File: src/rtl/mult_table_sequencer.sv
// Multiplication-table sequencer.
// On an accepted start it streams beats (index, multiplicand*index) for index 0..last_index
// under valid/ready handshaking. It then pulses done for one cycle and counts the completed table.
module mult_table_sequencer #(
  parameter int unsigned W_MUL = 4,
  parameter int unsigned W_IDX = 4
) (
  input  logic                   clk,
  input  logic                   reset,
  input  logic                   start,
  input  logic [W_MUL-1:0]       multiplicand,
  input  logic [W_IDX-1:0]       last_index,
  input  logic                   abort,
  input  logic                   out_ready,
  output logic                   out_valid,
  output logic [W_MUL+W_IDX-1:0] result,
  output logic [W_IDX-1:0]       index,
  output logic                   busy,
  output logic                   done,
  output logic [7:0]             tables_done
);

  localparam int unsigned WRes = W_MUL + W_IDX;

  typedef enum logic [1:0] {
    StIdle,
    StEmit,
    StFinish
  } state_e;

  state_e           state_q;
  logic [W_MUL-1:0] mcand_q;
  logic [W_IDX-1:0] last_q;
  logic [WRes-1:0]  mcand_ext;

  // Zero-extended operand so the running product accumulates at full result width.
  assign mcand_ext = {{W_IDX{1'b0}}, mcand_q};

  // FSM with all outputs registered; result is built by repeated addition of the multiplicand.
  always_ff @(posedge clk) begin
    if (reset) begin
      state_q     <= StIdle;
      mcand_q     <= '0;
      last_q      <= '0;
      out_valid   <= 1'b0;
      result      <= '0;
      index       <= '0;
      busy        <= 1'b0;
      done        <= 1'b0;
      tables_done <= 8'd0;
    end else begin
      case (state_q)
        StIdle: begin
          done <= 1'b0;
          // abort is irrelevant here, so start wins when both are high
          if (start) begin
            mcand_q   <= multiplicand;
            last_q    <= last_index;
            index     <= '0;
            result    <= '0;
            out_valid <= 1'b1;
            busy      <= 1'b1;
            state_q   <= StEmit;
          end
        end
        StEmit: begin
          if (abort) begin
            out_valid <= 1'b0;
            busy      <= 1'b0;
            state_q   <= StIdle;
          end else if (out_ready) begin
            if (index == last_q) begin
              out_valid <= 1'b0;
              done      <= 1'b1;
              state_q   <= StFinish;
            end else begin
              // Stop at last_q, so index never wraps inside a table
              index  <= index + 1'b1;
              result <= result + mcand_ext;
            end
          end
        end
        StFinish: begin
          done        <= 1'b0;
          busy        <= 1'b0;
          tables_done <= tables_done + 8'd1;
          state_q     <= StIdle;
        end
        default: begin
          out_valid <= 1'b0;
          busy      <= 1'b0;
          done      <= 1'b0;
          state_q   <= StIdle;
        end
      endcase
    end
  end

endmodule

File: config.mk
export PLATFORM = sky130hd
export DESIGN_NAME = mult_table_sequencer
export DESIGN_NICKNAME = d
export VERILOG_FILES = /design/src/rtl/mult_table_sequencer.sv
export SDC_FILE = /design/constraint.sdc
export NUM_CORES = 1
export LEC_CHECK = 0
export CORE_MARGIN = 2
export CORE_UTILIZATION = 53
export CTS_CLUSTER_DIAMETER = 30
export DETAILED_ROUTE_END_ITERATION = 10
export PLACE_DENSITY_LB_ADDON = 0.12
export SYNTH_ARGS = -nofsm -noshare
export SYNTH_HDL_FRONTEND = slang
export SYNTH_SLANG_ARGS = --single-unit
File: constraint.sdc
create_clock -name clk -period 3.72 [get_ports clk]
set_input_delay 0.372 -clock clk [delete_from_list [all_inputs] [get_ports clk]]
set_output_delay 0.372 -clock clk [all_outputs]
set_load 0.01 [all_outputs]
; ---- Word-level counts from Yosys, hierarchy flattened
; Cells that the tools add are included.
[totals]
ff_bits = 33
input_bits = 13
output_inout_bits = 23
word_cells = 56
[classes]
n_addsub = 3
eq_ne = 10
mux = 22
n_bitwise = 3
reduce_logical = 9
[ops]
columns = op, n
row1 = 8-bit two-way mux, 4
row2 = 4-bit two-way mux, 4
row3 = 8-bit one-hot mux with 2 select lines, 1
row4 = "2-bit != test, second input constant", 5
row5 = "8-bit by 1-bit adder with 8-bit output, second input constant", 1
row6 = 8-bit by 4-bit adder with 8-bit output, 1
row7 = 2-bit two-way mux, 4
row8 = 4-bit one-hot mux with 2 select lines, 1
row9 = "3-bit != test, second input constant", 2
row10 = 3-bit AND reduction, 2
row11 = 1-bit two-way mux, 5
row12 = 5-bit AND reduction, 1
row13 = "4-bit by 1-bit adder with 4-bit output, second input constant", 1
row14 = 4-bit == test, 1
row15 = 2-bit one-hot mux with 2 select lines, 1
row16 = 2-bit AND reduction, 2
row17 = 4-bit AND reduction, 1
row18 = 1-bit inverter, 3
row19 = 1-bit one-hot mux with 3 select lines, 1
row20 = "2-bit by 1-bit == test with 1-bit output, second input constant", 1
row21 = "2-bit == test, second input constant", 1
row22 = 2-bit zero test, 1
row23 = 1-bit one-hot mux with 2 select lines, 1
row24 = 2-bit nonzero test, 1
row25 = 2-bit OR reduction, 1

; ---- Longest topological paths before layout
; Gate-level depths: netlist of the first run.
[logic_depth]
depth_word = 5
mapped_depth = 6

; ---- Worst setup path before layout of the first run
; Ideal clock, no wire load.
[synth_timing]
path_kind = register to register
startpoint = reg result[0]
endpoint = reg result[4]
setup_time_ns = 0.132
arrival_time_ns = 1.571
slack_ns = 2.018
path_stages_with_launch = 7
n_path_buf = 0
cell_sequence = dfxtp_1 ha_1 fa_1 a21o_1 a21oi_1 or4_1 o311ai_2
[synth_between]
elab_chain_cells = 5
[synth_rtl]
columns = item, line
row1 = start: declaration, 16  ; output logic [W_MUL+W_IDX-1:0] result,
row2 = start signal: assignment, 79  ; result <= result + mcand_ext;
row3 = 8-bit by 4-bit adder with 8-bit output, 79
row4 = 8-bit two-way mux, 72  ; if (index == last_q) begin
row5 = 8-bit two-way mux, 71  ; end else if (out_ready) begin
row6 = 8-bit two-way mux, 67  ; if (abort) begin
row7 = 8-bit one-hot mux with 2 select lines, 52  ; case (state_q)
; Every way passes these cells. The select of a mux whose other input is x is not followed.
; A chain may end at the register's enable or synchronous reset.

; ---- Worst setup path in the final report of the first run
[layout_timing]
startpoint = in abort
endpoint = reg result[7]
[layout_between]
elab_chain_cells = 2
[layout_rtl]
columns = item, line
row1 = start: declaration, 13  ; input logic abort,
row2 = 2-bit != test (no source line), n/a
row3 = 5-bit AND reduction (no source line), n/a
; Every way passes these cells.

==> results of run 1 <==
==> how the worst max path moves through the flow <==
stage	endpoint	slack, ps
detailed placement	result[7]$_SDFFE_PP0P_	1410
global route	result[7]$_SDFFE_PP0P_	1630
floorplan	result[4]$_SDFFE_PP0P_	2020
CTS	result[7]$_SDFFE_PP0P_	1780
global placement	result[7]$_SDFFE_PP0P_	1480
finish	result[7]$_SDFFE_PP0P_	1780
==> synth_stat cells (2+ instances only) <==
library cell | number | area share, %
sky130_fd_sc_hd__a211oi_1 | 2 | 0.95
sky130_fd_sc_hd__nor2b_1 | 2 | 0.79
sky130_fd_sc_hd__nand2b_1 | 2 | 0.79
sky130_fd_sc_hd__a21oi_1 | 20 | 6.3
sky130_fd_sc_hd__nor3_1 | 2 | 0.63
sky130_fd_sc_hd__a21o_1 | 3 | 1.4
sky130_fd_sc_hd__dfxtp_1 | 33 | 42
sky130_fd_sc_hd__a31oi_1 | 2 | 0.79
sky130_fd_sc_hd__and3_1 | 2 | 0.79
sky130_fd_sc_hd__nand2_1 | 22 | 5.2
sky130_fd_sc_hd__nand4_1 | 4 | 1.6
sky130_fd_sc_hd__ha_1 | 6 | 4.8
sky130_fd_sc_hd__nand3_1 | 12 | 3.8
sky130_fd_sc_hd__xor2_1 | 10 | 5.6
sky130_fd_sc_hd__a211o_1 | 4 | 2.2
sky130_fd_sc_hd__nor2_1 | 12 | 2.9
sky130_fd_sc_hd__nor3b_1 | 2 | 0.95
sky130_fd_sc_hd__or4_1 | 4 | 1.9
sky130_fd_sc_hd__clkbuf_1 | 6 | 1.4
sky130_fd_sc_hd__inv_1 | 2 | 0.48
sky130_fd_sc_hd__nor4_1 | 2 | 0.79
==> flip-flops by register name, indices dropped and copies added (netlist names) <==
name / flops
busy: 1
done: 1
index: 4
last_q: 4
mcand_q: 4
out_valid: 1
result: 8
state_q: 2
tables_done: 8
==> power groups by stage <==
stage | registers [W] | clock network (W) | logic, W
CTS | 0.000370 | 0.000200 | 0.0000725
detailed placement | 0.000378 | 0 | 0.0000721
finish | 0.000370 | 0.000196 | 0.0000723
global route | 0.000372 | 0.000216 | 0.0000794
global placement | 0.000378 | 0 | 0.0000702
floorplan | 0.000378 | 0 | 0.0000428
==> layer usage <==
metal,up-vias,GRT usage [%],wire length [microns]
met1,644,24.72,1518
met3,8,7.912,182
met2,32,35.79,1611
li1,703,-,-
met4,0,12.29,81
met5,-,0,0
==> through the flow <==
step / instances / power (W) / worst slack (ps)
after floorplan: 175 / 0.0004209 / 2018
after global placement: 235 / 0.0004481 / 1483
after detailed placement: 235 / 0.0004506 / 1405
after CTS: 243 / 0.0006424 / 1778
after global routing: 243 / 0.0006675 / 1630
final: 243 / 0.0006385 / 1782
==> logic make-up (layout without fill, tap and decap cells) <==
kind of cell | Yosys count | in the layout | share of synthesized area [%]
xor+xnor | 12 | 12 | 7.137
compound gates | 38 | 38 | 16.81
mux | 2 | 2 | 1.348
simple gates | 72 | 72 | 23.47
fa+ha+maj | 7 | 7 | 6.027
flops | 33 | 33 | 41.87
buf+inv | 11 | 48 | 3.331
==> area by class of cell <==
cell class	instances	share of cell area [%]
clock buffer	6	2.069
sequential	33	33.10
multi-input combinational	131	43.32
clock inverter	2	0.5016
inverter	2	0.3762
timing repair buffer	38	18.68
tap	31	1.944
==> worst register-to-register path, stage by stage, from the launching register on <==
cell                       delay, ps
sky130_fd_sc_hd__dfxtp_1         340
sky130_fd_sc_hd__ha_1            250
sky130_fd_sc_hd__fa_1            420
sky130_fd_sc_hd__a21o_1          200
sky130_fd_sc_hd__a21oi_1         270
sky130_fd_sc_hd__o311ai_0        200
sky130_fd_sc_hd__a21oi_1         160
==> flow_results.xml, run 1 <==
<?xml version="1.0" encoding="UTF-8"?>
<metrics>
  <group name="sta">
    <metric name="fin_worst_skew" unit="ps">5.737</metric>
    <metric name="hold_viol" unit="">0</metric>
    <metric name="worstMarginPinSlew" unit="ps">791.9</metric>
    <metric name="hold_ws" unit="ps">469.9</metric>
    <metric name="tns" unit="ps">0</metric>
    <metric name="final_period_minus_worst_setup_slack" unit="ps">1938</metric>
    <metric name="max_freq" unit="GHz">0.5161</metric>
    <metric name="slew_headroom" unit="%">47.09</metric>
    <metric name="drv_slew" unit="">0</metric>
    <metric name="min_period_over_period" unit="%">52.09</metric>
    <metric name="grt_setup_unrepaired" unit="">no</metric>
    <metric name="finalSetupViolCount" unit="">0</metric>
  </group>
  <group name="cells_and_area">
    <metric name="sequential_cell_area" unit="sq um">660.6</metric>
    <metric name="final_common_cell" unit="">sky130_fd_sc_hd__clkdlybuf4s50_1</metric>
    <metric name="antennaDiodeCount" unit="">0</metric>
    <metric name="fillCellCount" unit="">219</metric>
    <metric name="final_core_utilization" unit="%">71.75</metric>
    <metric name="flow.area_growth_from_synthesis" unit="%">26.49</metric>
    <metric name="final_instance_area" unit="sq um">1996</metric>
    <metric name="drive_above_1_share" unit="%">8.491</metric>
    <metric name="multi_input_area" unit="sq um">864.6</metric>
    <metric name="layout_common_cells" unit="">35 x sky130_fd_sc_hd__clkdlybuf4s50_1, 33 x sky130_fd_sc_hd__dfxtp_1, 22 x sky130_fd_sc_hd__nand2_1, 20 x sky130_fd_sc_hd__a21oi_1</metric>
    <metric name="nNetsFinal" unit="">231</metric>
  </group>
  <group name="critical_path">
    <metric name="worstRegToRegCells" unit="">6</metric>
    <metric name="slowest_delay" unit="ps">470</metric>
    <metric name="criticalPathCategory" unit="">input port to flip-flop</metric>
    <metric name="cp.required" unit="ps">3960</metric>
    <metric name="critical_path.cell_chain" unit="">clkdlybuf4s50_1 -&gt; and4bb_2 -&gt; o41ai_2 -&gt; buf_4 -&gt; nor4b_1 -&gt; mux2_2</metric>
    <metric name="timing.critical_path.max_delay_family" unit="">simple AND/OR/NAND/NOR gates</metric>
    <metric name="r2r_end" unit="">result[6]$_SDFFE_PP0P_</metric>
    <metric name="crit_path_max_fanout" unit="">16</metric>
    <metric name="reg2reg_slack" unit="ps">1830</metric>
    <metric name="setup.worst_path.start" unit="">abort</metric>
    <metric name="worst_r2r_start" unit="">result[0]$_SDFFE_PP0P_</metric>
    <metric name="cp.depth" unit="">6</metric>
    <metric name="cp-start-kind" unit="">input port</metric>
    <metric name="crit_path_top_delay_cell" unit="">sky130_fd_sc_hd__clkdlybuf4s50_1</metric>
    <metric name="worstPathArrival" unit="ps">2180</metric>
    <metric name="timing.critical_path.to_type" unit="">flip-flop</metric>
    <metric name="timing.critical_path.buf_inv" unit="">2</metric>
  </group>
  <group name="global_routing">
    <metric name="first_global_vias" unit="">1282</metric>
    <metric name="gr-total-overflow" unit="">0</metric>
    <metric name="gr-usage-all-layers" unit="%">21.93</metric>
    <metric name="grt_pass1_wl" unit="microns">5568</metric>
    <metric name="initial_antenna_violation_count" unit="">0</metric>
    <metric name="grt_max_degree" unit="">20</metric>
  </group>
  <group name="worst_hold_path">
    <metric name="source_of_the_worst_hold_timing_path" unit="">mcand_q[2]$_SDFFE_PP0P_</metric>
    <metric name="hold_path_depth" unit="">2</metric>
    <metric name="hold_end" unit="">mcand_q[2]$_SDFFE_PP0P_</metric>
    <metric name="hp-class" unit="">flip-flop to flip-flop</metric>
  </group>
  <group name="pwr">
    <metric name="p_int" unit="W">0.0004676</metric>
    <metric name="p_leak" unit="nW">0.7800</metric>
    <metric name="clock_power_share" unit="%">30.7</metric>
    <metric name="p_per_area" unit="nW/um^2">319.9</metric>
    <metric name="power.sequential.fraction" unit="%">58.0</metric>
    <metric name="switching_share" unit="%">26.76</metric>
    <metric name="switchingPower" unit="W">0.0001708</metric>
    <metric name="power.share.combinational" unit="%">11.3</metric>
    <metric name="vdd.ir_drop.worst" unit="mV">0.3166</metric>
  </group>
  <group name="yosys">
    <metric name="synth.net_count" unit="">195</metric>
    <metric name="synth-seq-area-share" unit="%">41.87</metric>
    <metric name="synth_edf_count" unit="">0</metric>
    <metric name="synth-async-reset-ratio" unit="%">0</metric>
    <metric name="ys_types" unit="">42</metric>
    <metric name="syn-instance-count" unit="">175</metric>
    <metric name="syn-mean-instance-area" unit="sq um">9.016</metric>
    <metric name="netlist_area" unit="sq um">1578</metric>
    <metric name="synth_ff_type" unit="">sky130_fd_sc_hd__dfxtp_1</metric>
    <metric name="synth.ff_latch_count" unit="">33</metric>
    <metric name="ys_warn_count" unit="">0</metric>
  </group>
  <group name="floorplanning">
    <metric name="die_y" unit="microns">58.56</metric>
    <metric name="placement_rows" unit="">19</metric>
    <metric name="die_width" unit="microns">58.56</metric>
    <metric name="ios" unit="">36</metric>
    <metric name="core_area" unit="sq um">2781</metric>
    <metric name="initial_util" unit="%">56.73</metric>
    <metric name="die-area" unit="sq um">3429</metric>
  </group>
  <group name="clock_network">
    <metric name="ctsHoldBuffers" unit="">0</metric>
    <metric name="cts-htree-levels" unit="">2</metric>
    <metric name="cts_num_sinks" unit="">33</metric>
    <metric name="clock_tree.root_cell" unit="">sky130_fd_sc_hd__clkbuf_4</metric>
    <metric name="post_cts_resize_count" unit="">0</metric>
    <metric name="tritoncts_buffer_count" unit="">5</metric>
    <metric name="clock_insertion_delay_worst_skew" unit="ps">350</metric>
    <metric name="clock_buffer_depth" unit="">2</metric>
    <metric name="cts_post_setup_buffers_inserted" unit="">0</metric>
    <metric name="cts_tree" unit="">built</metric>
    <metric name="clk_pin_slew_worst_paths" unit="ps">100</metric>
  </group>
  <group name="drt">
    <metric name="detail_route.wl_per_cell" unit="microns">13.97</metric>
    <metric name="postRouteWirelength" unit="microns">3394</metric>
    <metric name="ant_nets" unit="">0</metric>
    <metric name="drt_pass1_iterations" unit="">4</metric>
    <metric name="drc_errors" unit="">0</metric>
    <metric name="drt_first_iter_violations" unit="">76</metric>
    <metric name="route.vias.total" unit="">1387</metric>
    <metric name="avgViaCountPerCell" unit="">5.708</metric>
  </group>
  <group name="placed_design">
    <metric name="io_buffer_count" unit="">35</metric>
    <metric name="globalplace.congestion" unit="">0.8577</metric>
    <metric name="dp.final_hpwl" unit="microns">2458</metric>
    <metric name="placed_area" unit="sq um">1944</metric>
  </group>
  <group name="status">
    <metric name="status" unit="">finished clean</metric>
  </group>
  <group name="run">
    <metric name="max_cap_viol_count" unit="">0</metric>
  </group>
</metrics>
Note: power is estimated with default switching activity, not from simulation.
==> inputs of run 2 (changes only) <==
- CORE_UTILIZATION: 53 -> 44
- clock period: 3.72 -> 1.59 ns (I/O delays scaled with it)
==> run 2 against run 1 <==
  * The run now ends with negative setup slack left
  * Non-clock buffer count grew 28
  * Register-to-register slack lost 1900 ps
  * Worst hold slack worse by 120 ps
  * Largest cell class unchanged
  * Highest routed layer unchanged
==> flow_results.xml, run 2 (synthesized netlist as in run 1, its figures left out) <==
<?xml version="1.0" encoding="UTF-8"?>
<metrics>
  <group name="pwr">
    <metric name="power.share.combinational" unit="%">15.0</metric>
    <metric name="p_int" unit="W">0.001229</metric>
    <metric name="power.sequential.fraction" unit="%">52.0</metric>
    <metric name="switching_share" unit="%">26.03</metric>
    <metric name="p_leak" unit="nW">0.9894</metric>
    <metric name="clock_power_share" unit="%">33.0</metric>
    <metric name="p_per_area" unit="nW/um^2">676.3</metric>
    <metric name="switchingPower" unit="W">0.0004323</metric>
    <metric name="vdd.ir_drop.worst" unit="mV">0.4880</metric>
    <metric name="total_power" unit="W">0.001661</metric>
  </group>
  <group name="cells_and_area">
    <metric name="drive_above_1_share" unit="%">33.33</metric>
    <metric name="layout_common_cells" unit="">33 x sky130_fd_sc_hd__clkdlybuf4s50_1, 28 x sky130_fd_sc_hd__buf_4, 23 x sky130_fd_sc_hd__dfxtp_1, 22 x sky130_fd_sc_hd__nand2_1</metric>
    <metric name="nNetsFinal" unit="">259</metric>
    <metric name="flow.area_growth_from_synthesis" unit="%">55.67</metric>
    <metric name="reg.largest.list" unit="">result x8, tables_done x8</metric>
    <metric name="antennaDiodeCount" unit="">0</metric>
    <metric name="final_common_cell" unit="">sky130_fd_sc_hd__clkdlybuf4s50_1</metric>
    <metric name="fillCellCount" unit="">264</metric>
  </group>
  <group name="clock_network">
    <metric name="cts-htree-levels" unit="">2</metric>
    <metric name="clock_buffer_depth" unit="">2</metric>
    <metric name="cts_num_sinks" unit="">33</metric>
    <metric name="clock_tree.root_cell" unit="">sky130_fd_sc_hd__clkbuf_4</metric>
    <metric name="clk_pin_slew_worst_paths" unit="ps">110</metric>
    <metric name="tritoncts_buffer_count" unit="">5</metric>
    <metric name="clock_insertion_delay_worst_skew" unit="ps">350</metric>
    <metric name="cts_tree" unit="">built</metric>
  </group>
  <group name="drt">
    <metric name="drt_pass1_iterations" unit="">4</metric>
    <metric name="route.vias.total" unit="">1549</metric>
    <metric name="postRouteWirelength" unit="microns">4150</metric>
    <metric name="avgViaCountPerCell" unit="">5.416</metric>
    <metric name="drt_first_iter_violations" unit="">65</metric>
    <metric name="drc_errors" unit="">0</metric>
    <metric name="ant_nets" unit="">0</metric>
    <metric name="detail_route.wl_per_cell" unit="microns">14.51</metric>
  </group>
  <group name="sta">
    <metric name="hold_viol" unit="">0</metric>
    <metric name="min_period_over_period" unit="%">105.4</metric>
    <metric name="fin_worst_skew" unit="ps">10.96</metric>
    <metric name="slew_headroom" unit="%">68.34</metric>
    <metric name="final_period_minus_worst_setup_slack" unit="ps">1675</metric>
    <metric name="max_freq" unit="GHz">0.5969</metric>
    <metric name="drv_slew" unit="">0</metric>
    <metric name="setup_slack" unit="ps">-85.25</metric>
    <metric name="grt_setup_unrepaired" unit="">yes</metric>
    <metric name="finalSetupViolCount" unit="">9</metric>
    <metric name="worstMarginPinSlew" unit="ps">473.9</metric>
  </group>
  <group name="critical_path">
    <metric name="crit_path_max_fanout" unit="">7</metric>
    <metric name="slowest_delay" unit="ps">530</metric>
    <metric name="timing.critical_path.to_type" unit="">flip-flop</metric>
    <metric name="worstPathArrival" unit="ps">1930</metric>
    <metric name="criticalPathCategory" unit="">flip-flop to flip-flop</metric>
    <metric name="worstRegToRegCells" unit="">5</metric>
    <metric name="cp-start-kind" unit="">flip-flop</metric>
    <metric name="cp.required" unit="ps">1840</metric>
    <metric name="worst_r2r_start" unit="">index[1]$_SDFFE_PP0P_</metric>
    <metric name="critical_path.cell_chain" unit="">xor2_4 -&gt; o41ai_4 -&gt; buf_4 -&gt; nor4b_2 -&gt; mux2_2</metric>
    <metric name="reg2reg_slack" unit="ps">-90</metric>
    <metric name="timing.critical_path.max_delay_family" unit="">compound AO/OA/AOI/OAI gates</metric>
    <metric name="timing.critical_path.buf_inv" unit="">1</metric>
    <metric name="cp.depth" unit="">5</metric>
    <metric name="crit_path_top_delay_cell" unit="">sky130_fd_sc_hd__o41ai_4</metric>
    <metric name="r2r_end" unit="">result[7]$_SDFFE_PP0P_</metric>
  </group>
  <group name="placed_design">
    <metric name="globalplace.congestion" unit="">0.7973</metric>
    <metric name="io_buffer_count" unit="">35</metric>
    <metric name="dp_slack" unit="ps">-315.3</metric>
    <metric name="dp.final_hpwl" unit="microns">2846</metric>
  </group>
  <group name="floorplanning">
    <metric name="ios" unit="">36</metric>
    <metric name="die_y" unit="microns">63.88</metric>
    <metric name="die_width" unit="microns">63.88</metric>
    <metric name="placement_rows" unit="">21</metric>
    <metric name="initial_util" unit="%">46.55</metric>
    <metric name="core_area" unit="sq um">3390</metric>
    <metric name="die-area" unit="sq um">4081</metric>
  </group>
  <group name="global_routing">
    <metric name="grt_pass1_wl" unit="microns">6720</metric>
    <metric name="initial_antenna_violation_count" unit="">0</metric>
    <metric name="gr-usage-all-layers" unit="%">21.19</metric>
    <metric name="first_global_vias" unit="">1539</metric>
    <metric name="grt_max_degree" unit="">36</metric>
    <metric name="gr-total-overflow" unit="">0</metric>
  </group>
  <group name="worst_hold_path">
    <metric name="hold_end" unit="">mcand_q[3]$_SDFFE_PP0P_</metric>
    <metric name="source_of_the_worst_hold_timing_path" unit="">multiplicand[3]</metric>
    <metric name="hold_path_depth" unit="">3</metric>
    <metric name="hp-class" unit="">input port to flip-flop</metric>
  </group>
  <group name="status">
    <metric name="violated_checks" unit="">negative setup slack</metric>
    <metric name="status" unit="">finished with violations</metric>
  </group>
  <group name="run">
    <metric name="max_cap_viol_count" unit="">0</metric>
  </group>
</metrics>
==> run 2: cell count changes in the layout (fill, tap and decap cells not counted), sizes merged <==
cell           delta
clkbuf            +1
clkinv            -1
dlymetal6s2s      +2
clkdlybuf4s50     -2
buf              +28
==> run 2: what timing repair did <==
| item | 4_1_cts | 5_1_grt |
|---|---|---|
| hold buffers | 0 | 0 |
| pin swaps | 8 | 18 |
| gates resized for setup | 9 | 23 |
| buffers inserted | 1 | 3 |
| setup endpoints to repair | 7 | 16 |
==> run 2: layout make-up <==
class	instances	area [sq um]	area share, %
clock buffers	7	65.06	2.649
well taps	46	57.56	2.343
flip-flops and latches	33	680.7	27.71
clock inverters	1	5.005	0.2038
repair buffers	66	616.8	25.11
multi-input cells	131	1023	41.67
inverters	2	7.507	0.3057
==> run 2: metal layers <==
metal | wire length, microns | track usage (%) | up-vias
met2 | 1953 | 34.24 | 51
met5 | 0 | 0 | -
met3 | 220 | 5.458 | 6
li1 | - | - | 756
met1 | 1886 | 26.44 | 736
met4 | 91 | 9.511 | 0
==> run 2: power groups by stage <==
stage	clock network (W)	registers [W]	logic, W
2_1_floorplan	0	0.000887	0.000107
3_3_place_gp	0	0.000883	0.000222
3_5_place_dp	0	0.000884	0.000226
4_1_cts	0.000556	0.000867	0.000231
5_1_grt	0.000605	0.000868	0.000271
6_report	0.000548	0.000864	0.000249
==> run 2: worst max-delay path by stage <==
stage                           start                      to  slack [ps]
3_5_place_dp                    abort  result[5]$_SDFFE_PP0P_        -320
6_report        index[1]$_SDFFE_PP0P_  result[7]$_SDFFE_PP0P_         -90
4_1_cts        last_q[3]$_SDFFE_PP0P_  result[4]$_SDFFE_PP0P_         -50
3_3_place_gp                    abort  result[7]$_SDFFE_PP0P_        -270
2_1_floorplan  result[0]$_SDFFE_PP0P_  result[4]$_SDFFE_PP0P_         -10
5_1_grt         index[1]$_SDFFE_PP0P_  result[7]$_SDFFE_PP0P_        -140
==> run 2: tightest hold or removal path: cells and delay by family <==
| kind | cells | cell delay, ps |
|---|---|---|
| buffers and inverters | 1 | 390 |
| AND/OR/NAND/NOR | 1 | 60 |
| AO/OA/AOI/OAI | 1 | 50 |
==> run 2: stage by stage <==
step	setup TNS, ps	hold slack (ps)	std cells	utilization, %	area, sq um
global placement	-1072	448.2	274	65.67	2226
floorplan	-25.45	234.5	175	-	1635
global route	-1142	342.0	286	72.46	2456
CTS	-176.0	345.3	283	69.25	2347
finish	-316.2	346.5	286	72.46	2456
detailed placement	-1524	461.6	274	65.67	2226
==> inputs of run 3 (changes only) <==
--- a/config.mk
+++ b/config.mk
@@ -7,2 +7,3 @@
 export LEC_CHECK = 0
+export CAP_MARGIN = 20
 export CORE_MARGIN = 2
==> constraint.sdc (replaced) <==
create_clock -name clk -period 1.59 [get_ports clk]
set_input_delay 0.3975 -clock clk [delete_from_list [all_inputs] [get_ports clk]]
set_output_delay 0.3975 -clock clk [all_outputs]
set_load 0.01 [all_outputs]
==> run 3 against run 2 <==
  * The run still ends with negative setup slack left
  * Sequential share of layout area down 0.33 points
  * Final cell count up 1.7%
  * Clock skew down 1.2 ps
  * Clock power down 14%
  * Register-to-register slack worse by 40 ps
  * Non-clock buffer count up 5
  * Worst setup slack worse by 41 ps
  * Worst hold slack better by 130 ps
  * Global-route usage up 4.0 points
  * Design area up 3.3%
  * Total power down 3.2%
  * Largest cell class unchanged
  * Largest power group unchanged
  * Highest routed layer unchanged
==> flow_results.xml, run 3 (synthesized netlist as in run 1, its figures left out) <==
<?xml version="1.0" encoding="UTF-8"?>
<metrics>
  <group name="pwr">
    <metric name="clock_power_share" unit="%">29.4</metric>
    <metric name="power.sequential.fraction" unit="%">54.0</metric>
    <metric name="p_per_area" unit="nW/um^2">633.9</metric>
    <metric name="vdd.ir_drop.worst" unit="mV">0.4729</metric>
    <metric name="p_leak" unit="nW">1.080</metric>
    <metric name="power.share.combinational" unit="%">16.6</metric>
    <metric name="switchingPower" unit="W">0.0004525</metric>
    <metric name="switching_share" unit="%">28.14</metric>
    <metric name="p_int" unit="W">0.001155</metric>
  </group>
  <group name="sta">
    <metric name="slew_headroom" unit="%">61.53</metric>
    <metric name="setup_slack" unit="ps">-126.3</metric>
    <metric name="max_freq" unit="GHz">0.5827</metric>
    <metric name="min_period_over_period" unit="%">107.9</metric>
    <metric name="finalSetupViolCount" unit="">11</metric>
    <metric name="grt_setup_unrepaired" unit="">yes</metric>
    <metric name="fin_worst_skew" unit="ps">9.714</metric>
    <metric name="final_period_minus_worst_setup_slack" unit="ps">1716</metric>
    <metric name="worstMarginPinSlew" unit="ps">575.8</metric>
    <metric name="drv_slew" unit="">0</metric>
    <metric name="hold_viol" unit="">0</metric>
  </group>
  <group name="placed_design">
    <metric name="io_buffer_count" unit="">35</metric>
    <metric name="dp_slack" unit="ps">-606.7</metric>
    <metric name="dp.final_hpwl" unit="microns">3101</metric>
    <metric name="placed_area" unit="sq um">2252</metric>
    <metric name="globalplace.congestion" unit="">0.8108</metric>
  </group>
  <group name="floorplanning">
    <metric name="die_y" unit="microns">63.88</metric>
    <metric name="die-area" unit="sq um">4081</metric>
    <metric name="initial_util" unit="%">46.55</metric>
    <metric name="die_width" unit="microns">63.88</metric>
    <metric name="ios" unit="">36</metric>
    <metric name="placement_rows" unit="">21</metric>
    <metric name="core_area" unit="sq um">3390</metric>
  </group>
  <group name="clock_network">
    <metric name="clock_tree.root_cell" unit="">sky130_fd_sc_hd__clkbuf_4</metric>
    <metric name="ctsHoldBuffers" unit="">0</metric>
    <metric name="cts-htree-levels" unit="">2</metric>
    <metric name="tritoncts_buffer_count" unit="">5</metric>
    <metric name="clk_pin_slew_worst_paths" unit="ps">100</metric>
    <metric name="cts_tree" unit="">built</metric>
    <metric name="clock_insertion_delay_worst_skew" unit="ps">350</metric>
    <metric name="cts_num_sinks" unit="">33</metric>
    <metric name="clock_buffer_depth" unit="">2</metric>
  </group>
  <group name="critical_path">
    <metric name="cp-start-kind" unit="">flip-flop</metric>
    <metric name="cp.required" unit="ps">1880</metric>
    <metric name="crit_path_max_fanout" unit="">7</metric>
    <metric name="timing.critical_path.to_type" unit="">flip-flop</metric>
    <metric name="criticalPathCategory" unit="">flip-flop to flip-flop</metric>
    <metric name="worstPathArrival" unit="ps">2000</metric>
  </group>
  <group name="global_routing">
    <metric name="gr-usage-all-layers" unit="%">25.21</metric>
    <metric name="first_global_vias" unit="">1627</metric>
    <metric name="gr-total-overflow" unit="">0</metric>
    <metric name="grt_pass1_wl" unit="microns">7824</metric>
    <metric name="grt_max_degree" unit="">20</metric>
    <metric name="initial_antenna_violation_count" unit="">0</metric>
  </group>
  <group name="drt">
    <metric name="route.vias.total" unit="">1655</metric>
    <metric name="drc_errors" unit="">0</metric>
    <metric name="postRouteWirelength" unit="microns">4999</metric>
    <metric name="drt_pass1_iterations" unit="">4</metric>
    <metric name="drt_first_iter_violations" unit="">104</metric>
    <metric name="ant_nets" unit="">0</metric>
    <metric name="avgViaCountPerCell" unit="">5.687</metric>
    <metric name="detail_route.wl_per_cell" unit="microns">17.18</metric>
  </group>
  <group name="cells_and_area">
    <metric name="antennaDiodeCount" unit="">0</metric>
    <metric name="nNetsFinal" unit="">264</metric>
    <metric name="final_common_cell" unit="">sky130_fd_sc_hd__buf_4</metric>
    <metric name="reg.largest.list" unit="">result x8, tables_done x8</metric>
    <metric name="drive_above_1_share" unit="%">41.22</metric>
    <metric name="flow.area_growth_from_synthesis" unit="%">60.75</metric>
    <metric name="layout_common_cells" unit="">31 x sky130_fd_sc_hd__buf_4, 25 x sky130_fd_sc_hd__dlygate4sd2_1, 22 x sky130_fd_sc_hd__nand2_1, 18 x sky130_fd_sc_hd__dfxtp_2</metric>
    <metric name="final_instance_area" unit="sq um">2536</metric>
  </group>
  <group name="status">
    <metric name="violated_checks" unit="">negative setup slack</metric>
    <metric name="status" unit="">finished with violations</metric>
  </group>
  <group name="run">
    <metric name="max_cap_viol_count" unit="">0</metric>
  </group>
  <group name="worst_hold_path">
    <metric name="hp-class" unit="">flip-flop to flip-flop</metric>
  </group>
</metrics>
run 3: what timing repair did:
| action | CTS | global route |
|---|---|---|
| buffers inserted | 3 | 3 |
| gates resized for setup | 66 | 14 |
| pin swaps | 28 | 10 |
| endpoints found under the setup margin | 34 | 14 |
run 3: area by class of cell:
cell class	count	area (sq um)
well taps	46	57.56
fillers	265	853.3
clock buffers	8	48.80
repair buffers	71	616.8
multi-input cells	131	1111
inverters	2	7.507
flip-flops and latches	33	694.4
run 3: layer usage:
| layer | vias up | part of all wire [%] | track usage, % |
|---|---|---|---|
| li1 | 766 | - | - |
| met1 | 811 | 42 | 29.16 |
| met2 | 63 | 51 | 43.75 |
| met3 | 15 | 4.1 | 3.521 |
| met4 | 0 | 3.4 | 15.22 |
| met5 | - | 0 | 0 |
run 3: worst paths after layout:
path / from / slack [ps] / cells after the start / endpoint
hold reg to reg: mcand_q[2]$_SDFFE_PP0P_ / 480 / 2 / mcand_q[2]$_SDFFE_PP0P_
setup / recovery: index[1]$_SDFFE_PP0P_ / -130 / 6 / result[3]$_SDFFE_PP0P_
hold / removal: mcand_q[2]$_SDFFE_PP0P_ / 480 / 2 / mcand_q[2]$_SDFFE_PP0P_
setup reg to reg: index[1]$_SDFFE_PP0P_ / -130 / 6 / result[3]$_SDFFE_PP0P_
run 3: critical path, stage by stage (launching register included):
cell,delay [ps]
sky130_fd_sc_hd__dfxtp_2,350
sky130_fd_sc_hd__xor2_2,200
sky130_fd_sc_hd__o41ai_4,550
sky130_fd_sc_hd__buf_4,240
sky130_fd_sc_hd__buf_4,120
sky130_fd_sc_hd__nand3_1,80
sky130_fd_sc_hd__a21oi_1,130
run 3: power groups by stage:
| stage | sequential [W] | clock (W) | combinational [W] |
|---|---|---|---|
| after CTS | 0.000869 | 0.000467 | 0.000246 |
| after global placement | 0.000884 | 0 | 0.000230 |
| final | 0.000868 | 0.000473 | 0.000266 |
| after floorplan | 0.000887 | 0 | 0.000107 |
| after global routing | 0.000871 | 0.000510 | 0.000283 |
| after detailed placement | 0.000886 | 0 | 0.000237 |
run 3: through the flow:
step           hold WS [ps]  utilization, %  setup TNS, ps  total power [W]  instances
2_1_floorplan         440.0               -         -26.41        0.0009940        175
3_3_place_gp          450.0           66.45          -5445         0.001114        278
3_5_place_dp          466.9           66.45          -6075         0.001123        278
4_1_cts               479.9           72.31         -472.9         0.001581        289
5_1_grt               500.3           74.82          -1245         0.001665        291
6_report              480.7           74.82         -704.8         0.001608        291
